$ cat config.mk
export PLATFORM = sky130hd
export DESIGN_NAME = if_stage_flat
export DESIGN_NICKNAME = d
export VERILOG_FILES = /design/src/rtl/if_stage_pkg.sv /design/src/rtl/if_stage_if.sv /design/src/rtl/if_fetch_buf.sv /design/src/rtl/if_stage.sv /design/src/flat_wrapper.sv
export SDC_FILE = /design/constraint.sdc
export NUM_CORES = 1
export LEC_CHECK = 0
export CAP_MARGIN = 20
export CORE_MARGIN = 2
export CORE_UTILIZATION = 25
export DETAILED_ROUTE_END_ITERATION = 7
export RECOVER_POWER = 50
export SYNTH_ARGS = -nofsm -noshare
export SYNTH_HDL_FRONTEND = slang
export SYNTH_HIERARCHICAL = 1
export SYNTH_SLANG_ARGS = --single-unit
$ cat constraint.sdc
create_clock -name clk -period 9 [get_ports clk]
set_clock_uncertainty 0.05 [all_clocks]
set_input_delay 1.8 -clock clk [delete_from_list [all_inputs] [get_ports clk]]
set_output_delay 1.8 -clock clk [all_outputs]
set_load 0.1 [all_outputs]
$ cat src/rtl/if_stage_pkg.sv
// Shared widths, reset PC and fetch-state encoding for the instruction fetch stage.
package if_stage_pkg;

  localparam int PC_W   = 64;
  localparam int INST_W = 32;
  // Wide enough for many back-to-back redirects that each leave responses outstanding.
  localparam int DROP_W = 8;

  localparam logic [PC_W-1:0] RESET_PC_DEF = 64'h0000_0000_8000_0000;

  typedef enum logic {
    FETCH = 1'b0,
    FLUSH = 1'b1
  } fetch_state_e;

  function automatic logic [PC_W-1:0] align_pc(input logic [PC_W-1:0] pc);
    return {pc[PC_W-1:2], 2'b00};
  endfunction

endpackage

$ cat src/rtl/if_stage_if.sv
// Fetch-stage bundle: imem request/response channel, decode handshake and redirect.
interface if_stage_if;
  import if_stage_pkg::*;

  logic              imem_req_valid;
  logic              imem_req_ready;
  logic [PC_W-1:0]   imem_req_addr;
  logic              imem_resp_valid;
  logic [INST_W-1:0] imem_resp_data;
  logic              inst_valid;
  logic              id_ready;
  logic [INST_W-1:0] inst;
  logic [PC_W-1:0]   inst_pc;
  logic              redirect_valid;
  logic [PC_W-1:0]   redirect_pc;

  modport master (
    output imem_req_valid, imem_req_addr, inst_valid, inst, inst_pc,
    input  imem_req_ready, imem_resp_valid, imem_resp_data, id_ready,
           redirect_valid, redirect_pc
  );

  modport slave (
    input  imem_req_valid, imem_req_addr, inst_valid, inst, inst_pc,
    output imem_req_ready, imem_resp_valid, imem_resp_data, id_ready,
           redirect_valid, redirect_pc
  );

endinterface

$ cat src/rtl/if_fetch_buf.sv
// In-order fetch buffer: slots are allocated at request, filled by response, popped by decode.
module if_fetch_buf import if_stage_pkg::*; #(
  parameter int DEPTH = 2
) (
  input  logic              clk,
  input  logic              rst,
  input  logic              alloc_valid,
  input  logic [PC_W-1:0]   alloc_pc,
  input  logic              fill_valid,
  input  logic [INST_W-1:0] fill_data,
  input  logic              pop,
  input  logic              flush,
  output logic              full,
  output logic [DROP_W-1:0] unfilled_cnt,
  output logic              head_valid,
  output logic [INST_W-1:0] head_data,
  output logic [PC_W-1:0]   head_pc
);

  localparam int PTR_W = $clog2(DEPTH);
  localparam int CNT_W = PTR_W + 1;

  logic [PTR_W-1:0]  head_q, head_d, alloc_q, alloc_d, fill_q, fill_d;
  logic [CNT_W-1:0]  used_q, used_d, pend_q, pend_d;
  logic [DEPTH-1:0]  filled_q, filled_d;
  logic [PC_W-1:0]   pc_mem   [DEPTH];
  logic [INST_W-1:0] data_mem [DEPTH];
  logic              alloc_ok, fill_ok, pop_ok;

  assign full         = (used_q == CNT_W'(DEPTH));
  assign head_valid   = filled_q[head_q];
  assign head_data    = head_valid ? data_mem[head_q] : '0;
  assign head_pc      = head_valid ? pc_mem[head_q]   : '0;
  assign unfilled_cnt = DROP_W'(pend_q);

  assign alloc_ok = alloc_valid & ~full & ~flush;
  assign fill_ok  = fill_valid & (pend_q != '0) & ~flush;
  assign pop_ok   = pop & head_valid;

  // NOTE: every _d gets its hold value first, so no path through this block can infer a latch.
  always_comb begin
    head_d   = head_q;
    alloc_d  = alloc_q;
    fill_d   = fill_q;
    used_d   = used_q;
    pend_d   = pend_q;
    filled_d = filled_q;
    if (flush) begin
      head_d   = '0;
      alloc_d  = '0;
      fill_d   = '0;
      used_d   = '0;
      pend_d   = '0;
      filled_d = '0;
    end else begin
      if (alloc_ok) alloc_d = alloc_q + 1'b1;
      if (fill_ok) begin
        filled_d[fill_q] = 1'b1;
        fill_d           = fill_q + 1'b1;
      end
      if (pop_ok) begin
        filled_d[head_q] = 1'b0;
        head_d           = head_q + 1'b1;
      end
      used_d = used_q + CNT_W'(alloc_ok) - CNT_W'(pop_ok);
      pend_d = pend_q + CNT_W'(alloc_ok) - CNT_W'(fill_ok);
    end
  end

  // NOTE: state flops use non-blocking assignments so every flop samples pre-edge values.
  always_ff @(posedge clk or negedge rst) begin
    if (!rst) begin
      head_q   <= '0;
      alloc_q  <= '0;
      fill_q   <= '0;
      used_q   <= '0;
      pend_q   <= '0;
      filled_q <= '0;
    end else begin
      head_q   <= head_d;
      alloc_q  <= alloc_d;
      fill_q   <= fill_d;
      used_q   <= used_d;
      pend_q   <= pend_d;
      filled_q <= filled_d;
    end
  end

  // NOTE: slot payloads are not reset; they are only visible through filled_q, which is.
  always_ff @(posedge clk) begin
    if (alloc_ok) pc_mem[alloc_q]  <= alloc_pc;
    if (fill_ok)  data_mem[fill_q] <= fill_data;
  end

endmodule

$ cat src/rtl/if_stage.sv
// Instruction fetch stage: PC, imem request issue, response drop accounting on redirect.
module if_stage import if_stage_pkg::*; #(
  parameter logic [PC_W-1:0] RESET_PC = RESET_PC_DEF,
  parameter int              DEPTH    = 2
) (
  input  logic       clk,
  input  logic       rst,
  if_stage_if.master bus
);

  fetch_state_e      state_q, state_d;
  logic [PC_W-1:0]   pc_q, pc_d;
  logic [DROP_W-1:0] drop_cnt_q, drop_cnt_d;
  logic              req_en_q;

  logic              full, head_valid, req_hs, fill_valid, pop, alloc_valid;
  logic [DROP_W-1:0] unfilled;
  logic [INST_W-1:0] head_data;
  logic [PC_W-1:0]   head_pc;

  assign bus.imem_req_valid = req_en_q & ~full;
  assign bus.imem_req_addr  = pc_q;
  assign bus.inst_valid     = head_valid;
  assign bus.inst           = head_data;
  assign bus.inst_pc        = head_pc;

  assign req_hs      = bus.imem_req_valid & bus.imem_req_ready;
  assign alloc_valid = req_hs & ~bus.redirect_valid;
  assign fill_valid  = bus.imem_resp_valid & (drop_cnt_q == '0) & ~bus.redirect_valid;
  assign pop         = head_valid & bus.id_ready;

  always_comb begin
    pc_d       = pc_q;
    drop_cnt_d = drop_cnt_q;
    if (bus.redirect_valid) begin
      pc_d = align_pc(bus.redirect_pc);
      // Every response still owed becomes a drop; one arriving now is consumed immediately.
      drop_cnt_d = drop_cnt_q + unfilled + DROP_W'(req_hs) - DROP_W'(bus.imem_resp_valid);
    end else begin
      if (req_hs) pc_d = pc_q + PC_W'(4);
      if (bus.imem_resp_valid && drop_cnt_q != '0) drop_cnt_d = drop_cnt_q - 1'b1;
    end
  end

  always_comb begin
    state_d = state_q;
    case (state_q)
      FETCH:   if (drop_cnt_d != '0) state_d = FLUSH;
      FLUSH:   if (drop_cnt_d == '0) state_d = FETCH;
      default: state_d = FETCH;
    endcase
  end

  always_ff @(posedge clk or negedge rst) begin
    if (!rst) begin
      state_q    <= FETCH;
      pc_q       <= RESET_PC;
      drop_cnt_q <= '0;
      req_en_q   <= 1'b0;
    end else begin
      state_q    <= state_d;
      pc_q       <= pc_d;
      drop_cnt_q <= drop_cnt_d;
      req_en_q   <= 1'b1;
    end
  end

  if_fetch_buf #(.DEPTH(DEPTH)) u_buf (
    .clk          (clk),
    .rst          (rst),
    .alloc_valid  (alloc_valid),
    .alloc_pc     (pc_q),
    .fill_valid   (fill_valid),
    .fill_data    (bus.imem_resp_data),
    .pop          (pop),
    .flush        (bus.redirect_valid),
    .full         (full),
    .unfilled_cnt (unfilled),
    .head_valid   (head_valid),
    .head_data    (head_data),
    .head_pc      (head_pc)
  );

endmodule

$ cat src/flat_wrapper.sv
// flat-port wrapper written by rule: the top's interface ports become plain ports
module if_stage_flat import if_stage_pkg::*;
#(
  parameter logic [PC_W-1:0] RESET_PC = RESET_PC_DEF,
  parameter int              DEPTH    = 2
)
  (clk, rst, bus_imem_req_valid, bus_imem_req_addr, bus_inst_valid, bus_inst, bus_inst_pc, bus_imem_req_ready, bus_imem_resp_valid, bus_imem_resp_data, bus_id_ready, bus_redirect_valid, bus_redirect_pc);
  if_stage_if bus_i ();
  input  logic clk;
  input  logic rst;
  output wire logic [$bits(bus_i.imem_req_valid)-1:0] bus_imem_req_valid;
  output wire logic [$bits(bus_i.imem_req_addr)-1:0] bus_imem_req_addr;
  output wire logic [$bits(bus_i.inst_valid)-1:0] bus_inst_valid;
  output wire logic [$bits(bus_i.inst)-1:0] bus_inst;
  output wire logic [$bits(bus_i.inst_pc)-1:0] bus_inst_pc;
  input wire logic [$bits(bus_i.imem_req_ready)-1:0] bus_imem_req_ready;
  input wire logic [$bits(bus_i.imem_resp_valid)-1:0] bus_imem_resp_valid;
  input wire logic [$bits(bus_i.imem_resp_data)-1:0] bus_imem_resp_data;
  input wire logic [$bits(bus_i.id_ready)-1:0] bus_id_ready;
  input wire logic [$bits(bus_i.redirect_valid)-1:0] bus_redirect_valid;
  input wire logic [$bits(bus_i.redirect_pc)-1:0] bus_redirect_pc;
  assign bus_imem_req_valid = bus_i.imem_req_valid;
  assign bus_imem_req_addr = bus_i.imem_req_addr;
  assign bus_inst_valid = bus_i.inst_valid;
  assign bus_inst = bus_i.inst;
  assign bus_inst_pc = bus_i.inst_pc;
  assign bus_i.imem_req_ready = bus_imem_req_ready;
  assign bus_i.imem_resp_valid = bus_imem_resp_valid;
  assign bus_i.imem_resp_data = bus_imem_resp_data;
  assign bus_i.id_ready = bus_id_ready;
  assign bus_i.redirect_valid = bus_redirect_valid;
  assign bus_i.redirect_pc = bus_redirect_pc;
  if_stage #(.RESET_PC(RESET_PC), .DEPTH(DEPTH)) u_core (.clk(clk), .rst(rst), .bus(bus_i));
endmodule
==> results.yml <==
die:
  io_pins: 264
  die_x_um: 229.7
  core_area_um2: 50270
  num_rows: 82
  die_y_um: 229.7
  die_area_um2: 52760
  initial_utilization_pct: 25.33
cells_and_area:
  fin_nets: 1434
  seqCellArea_um2: 7772
  multi_input_area_um2: 4547
  drive_above_1_share_pct: 5.543
  stdcell_count: 2008
  nFillCells: 5041
  syn2layout_area_growth_pct: 33.44
global_routing:
  grt_pass1_wl_um: 55320
  overflow: 0
  antenna_found_initial: 7
  grt_use_total_pct: 13.47
  grt_max_degree: 94
  grt_pass1_vias: 9043
worst_setup_path:
  endpoint_kind: "register"
  startpoint_type: "input port"
  critPathKind: "in -> reg"
  cp_max_fo: 93
  required_ns: 9.40
  worstPathArrival_ns: 6.93
pwr:
  clockPowerShare_pct: 36.6
  combPwrFrac_pct: 20.5
  p_int_w: 0.002426
  vdd.ir_drop.worst_mv: 0.1330
  powerDensity_nw_per_um2: 206.3
  p_seq_share_pct: 42.9
  finalPower_w: 0.003507
  netSwitchingFraction_pct: 30.82
  power_leakage_nw: 5.811
  netSwitchingPower_w: 0.001081
clock_network:
  cts_buffers: 31
  cts_root_buffer: "clkbuf_16"
  clkTransAtPathRegs_ns: 0.06
  cts_tree: "built"
  clk_latency_ns: 0.57
  cts_sinks: 272
  h-tree-depth: 1
  cts.path.max_buffers: 3
  post_cts_buffers: 0
  cts_hold_buffers: 0
  cts_resized: 0
flow_run:
  drv_cap: 5
routing:
  drt_pass1_iterations: 5
  via_count: 9086
  viasPerCell: 4.525
  wl_per_cell_um: 18.19
  ant_nets: 0
  routed_wirelength_um: 36520
  dr.first_iter.drc_count: 392
  detail_route.drc_violations: 0
placement:
  dp_hpwl_um: 24610
  gp_congestion: 0.7689
  dp_cells: 1949
  io_buffers: 259
sta:
  relSlewSlack_pct: -108.2
  finalSetupViolations: 0
  slew_violations: 201
  setup_tns_ns: 0
  period_share_pct: 72.54
  rsz0062_at_grt: "false"
  max_slew.worst_pin.slew_ns: 3.123
  fmax_ghz: 0.1532
  final_hold_viol_count: 0
  final.min_clock_period_ns: 6.529
status:
  status: "complete, but fails checks"
  violations: "capacitance limit, slew limit"
logic_synthesis:
  ys_seq_area_share_pct: 61.00
  yosysMostFrequentCell: "edfxtp_1"
  synth_common_cells: "edfxtp_1, nor2_1, mux2i_1, dfrtp_1, nand2_1"
  netlist_area_um2: 12740
  ys_seq_elements: 272
  ys.flop_type: "edfxtp_1"
  synth.top_cell.area_share_pct: 45.27
  ys_warn_count: 6
  netlist_top_cells_area: "edfxtp_1, dfrtp_1, mux2i_1"
  syn_inst: 1050
  syn_avg_cell_area_um2: 12.13
  synth_area_leader_cell: "edfxtp_1"
  async_reset_ff_share_pct: 29.41
  synth-edff-count: 192
  synth_cell_types: 67
hold_path:
  hold_class: "reg -> reg"
path summary, 6_finish.rpt:
kind	from	end	cells past startpoint	slack, ns
max	bus_redirect_valid	u_core/u_buf/filled_q[0]	8	2.47
min	u_core/bus.imem_req_addr[62]	u_core/u_buf/pc_mem[0][62]	0	0.50
max reg2reg	u_core/u_buf/head_q	u_core/u_buf/used_q[1]	11	4.75
min reg2reg	u_core/bus.imem_req_addr[62]	u_core/u_buf/pc_mem[0][62]	0	0.50
max in group asynchronous	rst	u_core/u_buf/head_q	2	3.07
min in group asynchronous	rst	u_core/bus.imem_req_addr[19]	1	1.82
cell type report:
| class | instances | share of cell area, % |
|---|---|---|
| Antenna cell | 1 | 0.01472 |
| Clock buffer | 39 | 4.859 |
| Clock inverter | 19 | 1.229 |
| Inverter | 39 | 0.8614 |
| Multi-Input combinational cell | 696 | 26.75 |
| Sequential cell | 272 | 45.73 |
| Tap cell | 672 | 4.947 |
| Timing Repair Buffer | 270 | 15.60 |
sequential cells by signal, indices dropped and copies added (netlist names):
name	count
u_core/bus.imem_req_addr	62
u_core/drop_cnt_q	8
u_core/req_en_q	1
u_core/u_buf/alloc_q	1
u_core/u_buf/data_mem	64
u_core/u_buf/fill_q	1
u_core/u_buf/filled_q	2
u_core/u_buf/head_q	1
u_core/u_buf/pc_mem	128
u_core/u_buf/pend_q	2
u_core/u_buf/used_q	2
worst max-delay path, stage by stage:
cell and delay (ns):
clkbuf_1 2.16, buf_4 0.96, nand2b_1 0.22, nor4_1 0.06
o21ai_0 0.19, nor3_2 0.06, clkbuf_1 0.85, mux2_2 0.59
through the flow:
step | utilization (%) | worst slack [ns] | instance area [um2] | hold WS [ns]
after floorplan | - | 0.9196 | 12770 | 0.4824
after global placement | 31.89 | 3.349 | 16030 | 0.4845
after detailed placement | 31.89 | 3.334 | 16030 | 0.5063
after CTS | 33.95 | 2.699 | 17070 | 0.5208
after global routing | 33.80 | 1.897 | 16990 | 0.5374
final | 33.81 | 2.471 | 17000 | 0.5017
cells by family after synthesis:
kind of cell / share of synthesized area, %
compound gates: 5.020
xor+xnor: 2.613
fa+ha+maj: 2.279
buf+inv: 3.330
flops: 61.00
mux: 9.117
other cells: 0.08841
simple gates: 16.55
power groups by stage:
stage	Clock, W	Sequential, W	Combinational [W]
after floorplan	0	0.00171	0.000323
after global placement	0	0.00153	0.000707
after detailed placement	0	0.00153	0.000723
after CTS	0.00132	0.00150	0.000726
after global routing	0.00137	0.00152	0.000782
final	0.00128	0.00150	0.000720
placed cells by master (no fill, tap or decap), types with 4 or more instances in the layout:
cell,instances
nand3_1,45
clkbuf_1,11
or4_1,13
a31oi_1,7
a22oi_1,15
inv_1,39
nand4_1,21
clkdlybuf4s50_1,222
edfxtp_1,192
nor3_1,23
nor2b_1,34
and2_1,4
dlygate4sd3_1,35
a221o_1,6
nor3b_1,4
and3_1,7
clkinv_1,6
clkinv_2,6
buf_4,8
conb_1,13
nand2_1,77
nor4_1,14
nor2_1,136
ha_1,20
o21ai_0,35
clkbuf_16,31
mux2_2,6
mux2i_1,107
xnor2_1,19
a21oi_1,10
dfrtp_1,78
bufinv_16,4
xor2_1,19
or3_1,8
metal layers:
metal / wire, um / GRT usage [%] / up-vias
met5: 80 / 0 / -
met4: 618 / 3.327 / 12
met3: 1993 / 3.063 / 44
met2: 17720 / 22.43 / 219
met1: 16110 / 17.72 / 4481
li1: - / - / 4330
Power figures use the tool's default switching activity.
